==> src/rtl/tmds_channel_decoder.sv <==
// TMDS receive channel: 10b->8b decode, control-token detection and word
// alignment search that steers the upstream deserializer via bitslip.
module tmds_channel_decoder #(
  parameter int unsigned TOKEN_RUN = 32,
  parameter int unsigned WINDOW    = 2048,
  parameter int unsigned SLIP_WAIT = 8
) (
  input  logic       clk,
  input  logic       reset_n,
  input  logic [9:0] symbol_in,
  output logic [7:0] data_out,
  output logic [1:0] ctrl_out,
  output logic       de_out,
  output logic       locked,
  output logic       bitslip
);

  localparam int unsigned WIN_W = $clog2(WINDOW);
  localparam int unsigned RUN_W = 8;
  localparam int unsigned SET_W = 8;

  typedef enum logic [1:0] {
    ST_SEARCH,
    ST_SLIP_WAIT,
    ST_LOCKED
  } state_t;

  state_t             state_q, state_d;
  logic [WIN_W-1:0]   win_q, win_d;
  logic [SET_W-1:0]   settle_q, settle_d;
  logic [RUN_W-1:0]   run_cnt;
  logic               locked_d, bitslip_d;

  logic               tok_now;
  logic [1:0]         tok_ctrl_now;
  logic [9:0]         s1_sym;
  logic               s1_tok;
  logic [1:0]         s1_ctrl;
  logic [7:0]         d, dec;
  logic               run_hit, win_expired;

  always_comb begin
    tok_now      = 1'b1;
    tok_ctrl_now = 2'b00;
    unique case (symbol_in)
      10'b1101010100: tok_ctrl_now = 2'b00;
      10'b0010101011: tok_ctrl_now = 2'b01;
      10'b0101010100: tok_ctrl_now = 2'b10;
      10'b1010101011: tok_ctrl_now = 2'b11;
      default:        tok_now      = 1'b0;
    endcase
  end

  always_ff @(posedge clk or negedge reset_n) begin
    if (!reset_n) begin
      s1_sym  <= '0;
      s1_tok  <= 1'b0;
      s1_ctrl <= '0;
    end else begin
      s1_sym  <= symbol_in;
      s1_tok  <= tok_now;
      s1_ctrl <= tok_ctrl_now;
    end
  end

  // Undo the optional inversion, then the XOR/XNOR transition chain.
  always_comb begin
    d      = s1_sym[9] ? ~s1_sym[7:0] : s1_sym[7:0];
    dec    = '0;
    dec[0] = d[0];
    for (int unsigned i = 1; i < 8; i++) begin
      dec[i] = s1_sym[8] ? (d[i] ^ d[i-1]) : ~(d[i] ^ d[i-1]);
    end
  end

  always_ff @(posedge clk or negedge reset_n) begin
    if (!reset_n) begin
      data_out <= '0;
      ctrl_out <= '0;
      de_out   <= 1'b0;
    end else if (!locked) begin
      data_out <= '0;
      ctrl_out <= '0;
      de_out   <= 1'b0;
    end else if (s1_tok) begin
      de_out   <= 1'b0;
      ctrl_out <= s1_ctrl;
    end else begin
      de_out   <= 1'b1;
      data_out <= dec;
    end
  end

  // run_hit fires only on the 31->32 step, so a saturated run cannot retrigger.
  assign run_hit     = s1_tok && (state_q != ST_SLIP_WAIT) &&
                       (run_cnt == RUN_W'(TOKEN_RUN - 1));
  assign win_expired = (win_q == WIN_W'(WINDOW - 1));

  always_ff @(posedge clk or negedge reset_n) begin
    if (!reset_n) begin
      run_cnt <= '0;
    end else if (state_q == ST_SLIP_WAIT || !s1_tok) begin
      run_cnt <= '0;
    end else if (run_cnt != RUN_W'(TOKEN_RUN)) begin
      run_cnt <= run_cnt + 1'b1;
    end
  end

  always_comb begin
    state_d   = state_q;
    win_d     = win_q;
    settle_d  = settle_q;
    locked_d  = locked;
    bitslip_d = 1'b0;
    unique case (state_q)
      ST_SEARCH: begin
        locked_d = 1'b0;
        if (run_hit) begin
          state_d  = ST_LOCKED;
          locked_d = 1'b1;
          win_d    = '0;
        end else if (win_expired) begin
          state_d   = ST_SLIP_WAIT;
          bitslip_d = 1'b1;
          win_d     = '0;
          settle_d  = '0;
        end else begin
          win_d = win_q + 1'b1;
        end
      end
      // The pulse cycle itself plus SLIP_WAIT settle cycles are ignored.
      ST_SLIP_WAIT: begin
        if (settle_q == SET_W'(SLIP_WAIT)) begin
          state_d  = ST_SEARCH;
          win_d    = '0;
          settle_d = '0;
        end else begin
          settle_d = settle_q + 1'b1;
        end
      end
      ST_LOCKED: begin
        if (run_hit) begin
          win_d = '0;
        end else if (win_expired) begin
          state_d  = ST_SEARCH;
          locked_d = 1'b0;
          win_d    = '0;
        end else begin
          win_d = win_q + 1'b1;
        end
      end
      default: begin
        state_d  = ST_SEARCH;
        locked_d = 1'b0;
        win_d    = '0;
        settle_d = '0;
      end
    endcase
  end

  always_ff @(posedge clk or negedge reset_n) begin
    if (!reset_n) begin
      state_q  <= ST_SEARCH;
      win_q    <= '0;
      settle_q <= '0;
      locked   <= 1'b0;
      bitslip  <= 1'b0;
    end else begin
      state_q  <= state_d;
      win_q    <= win_d;
      settle_q <= settle_d;
      locked   <= locked_d;
      bitslip  <= bitslip_d;
    end
  end

endmodule

==> config.mk <==
export PLATFORM = sky130hd
export DESIGN_NAME = tmds_channel_decoder
export DESIGN_NICKNAME = d
export VERILOG_FILES = /design/src/rtl/tmds_channel_decoder.sv
export SDC_FILE = /design/constraint.sdc
export NUM_CORES = 1
export LEC_CHECK = 0
export BUFFER_PORTS_ARGS = -buffer_cell sky130_fd_sc_hd__buf_2
export CAP_MARGIN = 10
export CORE_MARGIN = 1.5
export CORE_UTILIZATION = 55
export DETAILED_ROUTE_END_ITERATION = 7
export GPL_TIMING_DRIVEN = 0
export MAX_ROUTING_LAYER = met4
export PLACE_DENSITY_LB_ADDON = 0.3
export SLEW_MARGIN = 5
export SYNTH_ARGS = -nofsm -noshare
export SYNTH_HDL_FRONTEND = slang
export SYNTH_SLANG_ARGS = --single-unit
==> constraint.sdc <==
create_clock -name clk -period 2.2 [get_ports clk]
set_clock_uncertainty 0.2 [all_clocks]
set_input_delay 0.11 -clock clk [delete_from_list [all_inputs] [get_ports clk]]
set_output_delay 0.11 -clock clk [all_outputs]
set_load 0.01 [all_outputs]
==> summary.txt <==
Outcome
  • Status: finished clean

Floorplanning
  • Die Span Y: approximately 73 um
  • Top Ports: 25
  • Initial Util: roughly 57%
  • Die Footprint: roughly 0.0053 mm^2
  • Rows: 25
  • Die Span X: ~73 um
  • Core area: 0.004692 mm^2

Yosys
  • Post-synth top area share: between 50 and 60%
  • Post-Synthesis Cells: ~250
  • Syn Nets: about 260
  • Number of enable flip-flop cells after synthesis: 0
  • Post-Syn Area: about 0.0027 mm^2
  • Number of synthesized register bits: between 50 and 60
  • Top FF cell, synth: dfrtp_1
  • Sequential fraction of the synthesis area: 51.79%
  • Mean area per synthesized cell: between 10 and 15 um^2
  • Yosys cell types: 47
  • Top cells by area, synth: dfrtp_1, mux2i_1, xor2_1
  • Synth warn: 0
  • Largest area contributor in the synthesized netlist: dfrtp_1
  • Share of async-settable or async-resettable flops after synthesis: 100.0%

Setup path
  • Crit path arrival time: between 2 and 2.5 ns
  • CP Launch Type: flip-flop
  • Worst EP required: about 2.2 ns
  • Worst r2r src: settle_q[0]$_DFFE_PN0P_
  • FF-to-FF End: settle_q[4]$_DFFE_PN0P_
  • R2R setup slack: 0.17 ns
  • Critical path cell sequence: inv_1 > ha_1 > nor4b_2 > a31oi_2 > a21oi_1 > a21oi_1
  • Crit end category: flip-flop
  • CP startpoint: settle_q[0]$_DFFE_PN0P_
  • Worst Path Class, Setup: flip-flop to flip-flop
  • Max stage delay on crit path: 0.53 ns
  • Reg2reg path depth: 6
  • Crit path max-delay cell type: a31oi_2
  • Most frequent CP cell: a21oi_1
  • Max FO, Critical Path: 10

Cells and area
  • Layout filler cell count: 370
  • Nets: around 310
  • Reg area: 0.001376 mm^2
  • Most common cell after layout, fill and taps aside: dfrtp_1
  • Ant. Diodes: 0
  • Commonest non-fill, non-tap cells in the layout: dfrtp_1, buf_2, nor2_1, nand2_1
  • Final Util: approximately 65%
  • Layout cell share with drive strength beyond 1: around 17%
  • Area Growth Syn to Fin: 14.88%
  • Multi-input logic area: ~0.0012 mm^2

STA
  • Worst setup slack after layout: approximately 0.17 ns
  • Hold Vio Cnt, Final: 0
  • RSZ-0062 raised after global routing: false
  • Fmax: ~0.49 GHz
  • Slew Viols, Final: 0
  • Tcrit/Tclk final: 92.35%
  • Setup_tns: 0 ns
  • Slew HR: about 55%
  • Post-route minimum period: between 2 and 2.5 ns
  • Endpoints failing setup: 0
  • Worst-Margin Slew: between 0.6 and 0.7 ns
  • Worst hold slack: roughly 0.18 ns

Job
  • Max-capacitance violation count: 0

Clock tree
  • Reg clk slew, reported paths: about 0.090 ns
  • CTS buffer count: 5
  • Root Buffer: clkbuf_8
  • Post-CTS sizing: 0
  • CTS tree: built
  • H-tree depth: 2
  • Clk Latency, worst-skew pair: around 0.30 ns
  • Clock sink count: 55
  • CTS max path bufs: 2

Pwr
  • Pwr Density: 556.0 mW/mm^2
  • Worst vdd ir: about 0.44 mV
  • Static Leak: ~1.4 nW

Placement
  • Pre-CTS WS: about 0.19 ns
  • IO buf count: 24
  • Dpl hpwl: approximately 3.3 mm
  • RD Place Congestion: between 0.8 and 0.9

Route
  • Vias: a little under 2,000
  • Total wire length: a little under 5 mm
  • Initial drt markers: about 200
  • Via-to-Cell Ratio: 5.613
  • WL/cell: 14.26 um
  • Remaining antenna violation count: 0
  • Detailed Routing Iterations Pass 1: 4
  • Drt drc: 0

Global routing
  • Total gr overflow: 0
  • First-pass GRT wire length: around 8.3 mm
  • Initial antenna violation count: 0
  • Largest net degree at the start of global routing: 56
  • Vias in the first global route: approximately 1,800
  • Overall global routing resource usage: 20.78%

Hold path
  • Hold Crit Class: input port to async pin
-- cells in the mapped netlist (3+ instances only) --
| cell type | number |
|---|---|
| nand4_1 | 5 |
| ha_1 | 5 |
| dfrtp_1 | 55 |
| xor2_1 | 10 |
| buf_6 | 3 |
| a21oi_1 | 11 |
| a211o_1 | 3 |
| nor3b_1 | 3 |
| nand2b_1 | 4 |
| nor2_1 | 22 |
| xnor2_1 | 9 |
| a22o_1 | 3 |
| and4_1 | 3 |
| nand2_1 | 20 |
| inv_1 | 11 |
| mux2i_1 | 12 |
| o21ai_0 | 12 |
| nand3_1 | 10 |
| a31oi_1 | 5 |
| or3_1 | 5 |
-- power breakdown --
| part | switching (W) | internal (W) |
|---|---|---|
| Sequential | 0.00000714 | 0.00102 |
| Clock | 0.000319 | 0.000259 |
| Combinational | 0.0000461 | 0.0000469 |
| Total | 0.000372 | 0.00133 |
-- cells by family (layout without fill, tap and decap cells) --
logic type / Yosys count / in the layout / share of synthesized area [%]
AOI/OAI and AO/OA: 47 / 47 / 12.62
xor gates and xnor gates: 19 / 19 / 6.262
adders and majority gates: 5 / 5 / 2.354
buffers and inverters: 19 / 62 / 3.813
DFF: 55 / 55 / 51.79
muxes: 12 / 12 / 4.520
and+or+nand+nor: 90 / 90 / 18.64
-- routing by layer --
| metal | track usage (%) | up-vias | share of wire [%] |
|---|---|---|---|
| met3 | 4.306 | 4 | 3.9 |
| met4 | 6.499 | 0 | 0.77 |
| met2 | 32.92 | 41 | 47 |
| li1 | - | 961 | - |
| met1 | 27.02 | 925 | 48 |
| met5 | - | - | 0 |
-- final cells by class --
| cell class | count | share of cell area [%] |
|---|---|---|
| plain buffers | 7 | 1.844 |
| clock buffers | 7 | 2.828 |
| clock inverters | 1 | 0.2869 |
| inverters | 12 | 1.475 |
| multi-input cells | 173 | 38.65 |
| flip-flops and latches | 55 | 45.08 |
| well taps | 54 | 2.213 |
| repair buffers | 35 | 7.623 |
-- per-stage QoR --
stage | area [um^2] | power [W] | cells
final | 3053 | 0.001697 | 344
after global routing | 3053 | 0.001764 | 344
after CTS | 3050 | 0.001710 | 344
after detailed placement | 2845 | 0.001124 | 325
after global placement | 2845 | 0.001123 | 325
after floorplan | 2658 | 0.001087 | 247
-- worst max path at each step --
stage	cells after the start	end	slack [ns]
2_1_floorplan	6	settle_q[1]$_DFFE_PN0P_	0.38
3_3_place_gp	5	win_q[0]$_DFFE_PN0P_	0.25
3_5_place_dp	5	win_q[0]$_DFFE_PN0P_	0.19
4_1_cts	5	win_q[0]$_DFFE_PN0P_	0.17
5_1_grt	5	win_q[0]$_DFFE_PN0P_	0.05
6_report	6	settle_q[4]$_DFFE_PN0P_	0.17
-- registers in the layout (all words and copies together) (netlist names) --
| register | flops |
|---|---|
| bitslip | 1 |
| ctrl_out | 2 |
| data_out | 8 |
| de_out | 1 |
| locked | 1 |
| run_cnt | 8 |
| s1_ctrl | 2 |
| s1_sym | 10 |
| s1_tok | 1 |
| settle_q | 8 |
| state_q | 2 |
| win_q | 11 |
-- critical path: cells and delay by family, from the launching register on --
family                   cells  cell delay (ns)
AO/OA/AOI/OAI                3             0.87
adder cells (fa/ha/maj)      1             0.20
buffers and inverters        1             0.07
flip-flops                   1             0.45
AND/OR/NAND/NOR              1             0.17
-- repair_timing --
item                      in CTS  in global routing
setup buffers                  0                  0
hold endpoints to repair      68                  0
hold buffers                  11                  0
Power figures use the tool's default switching activity.
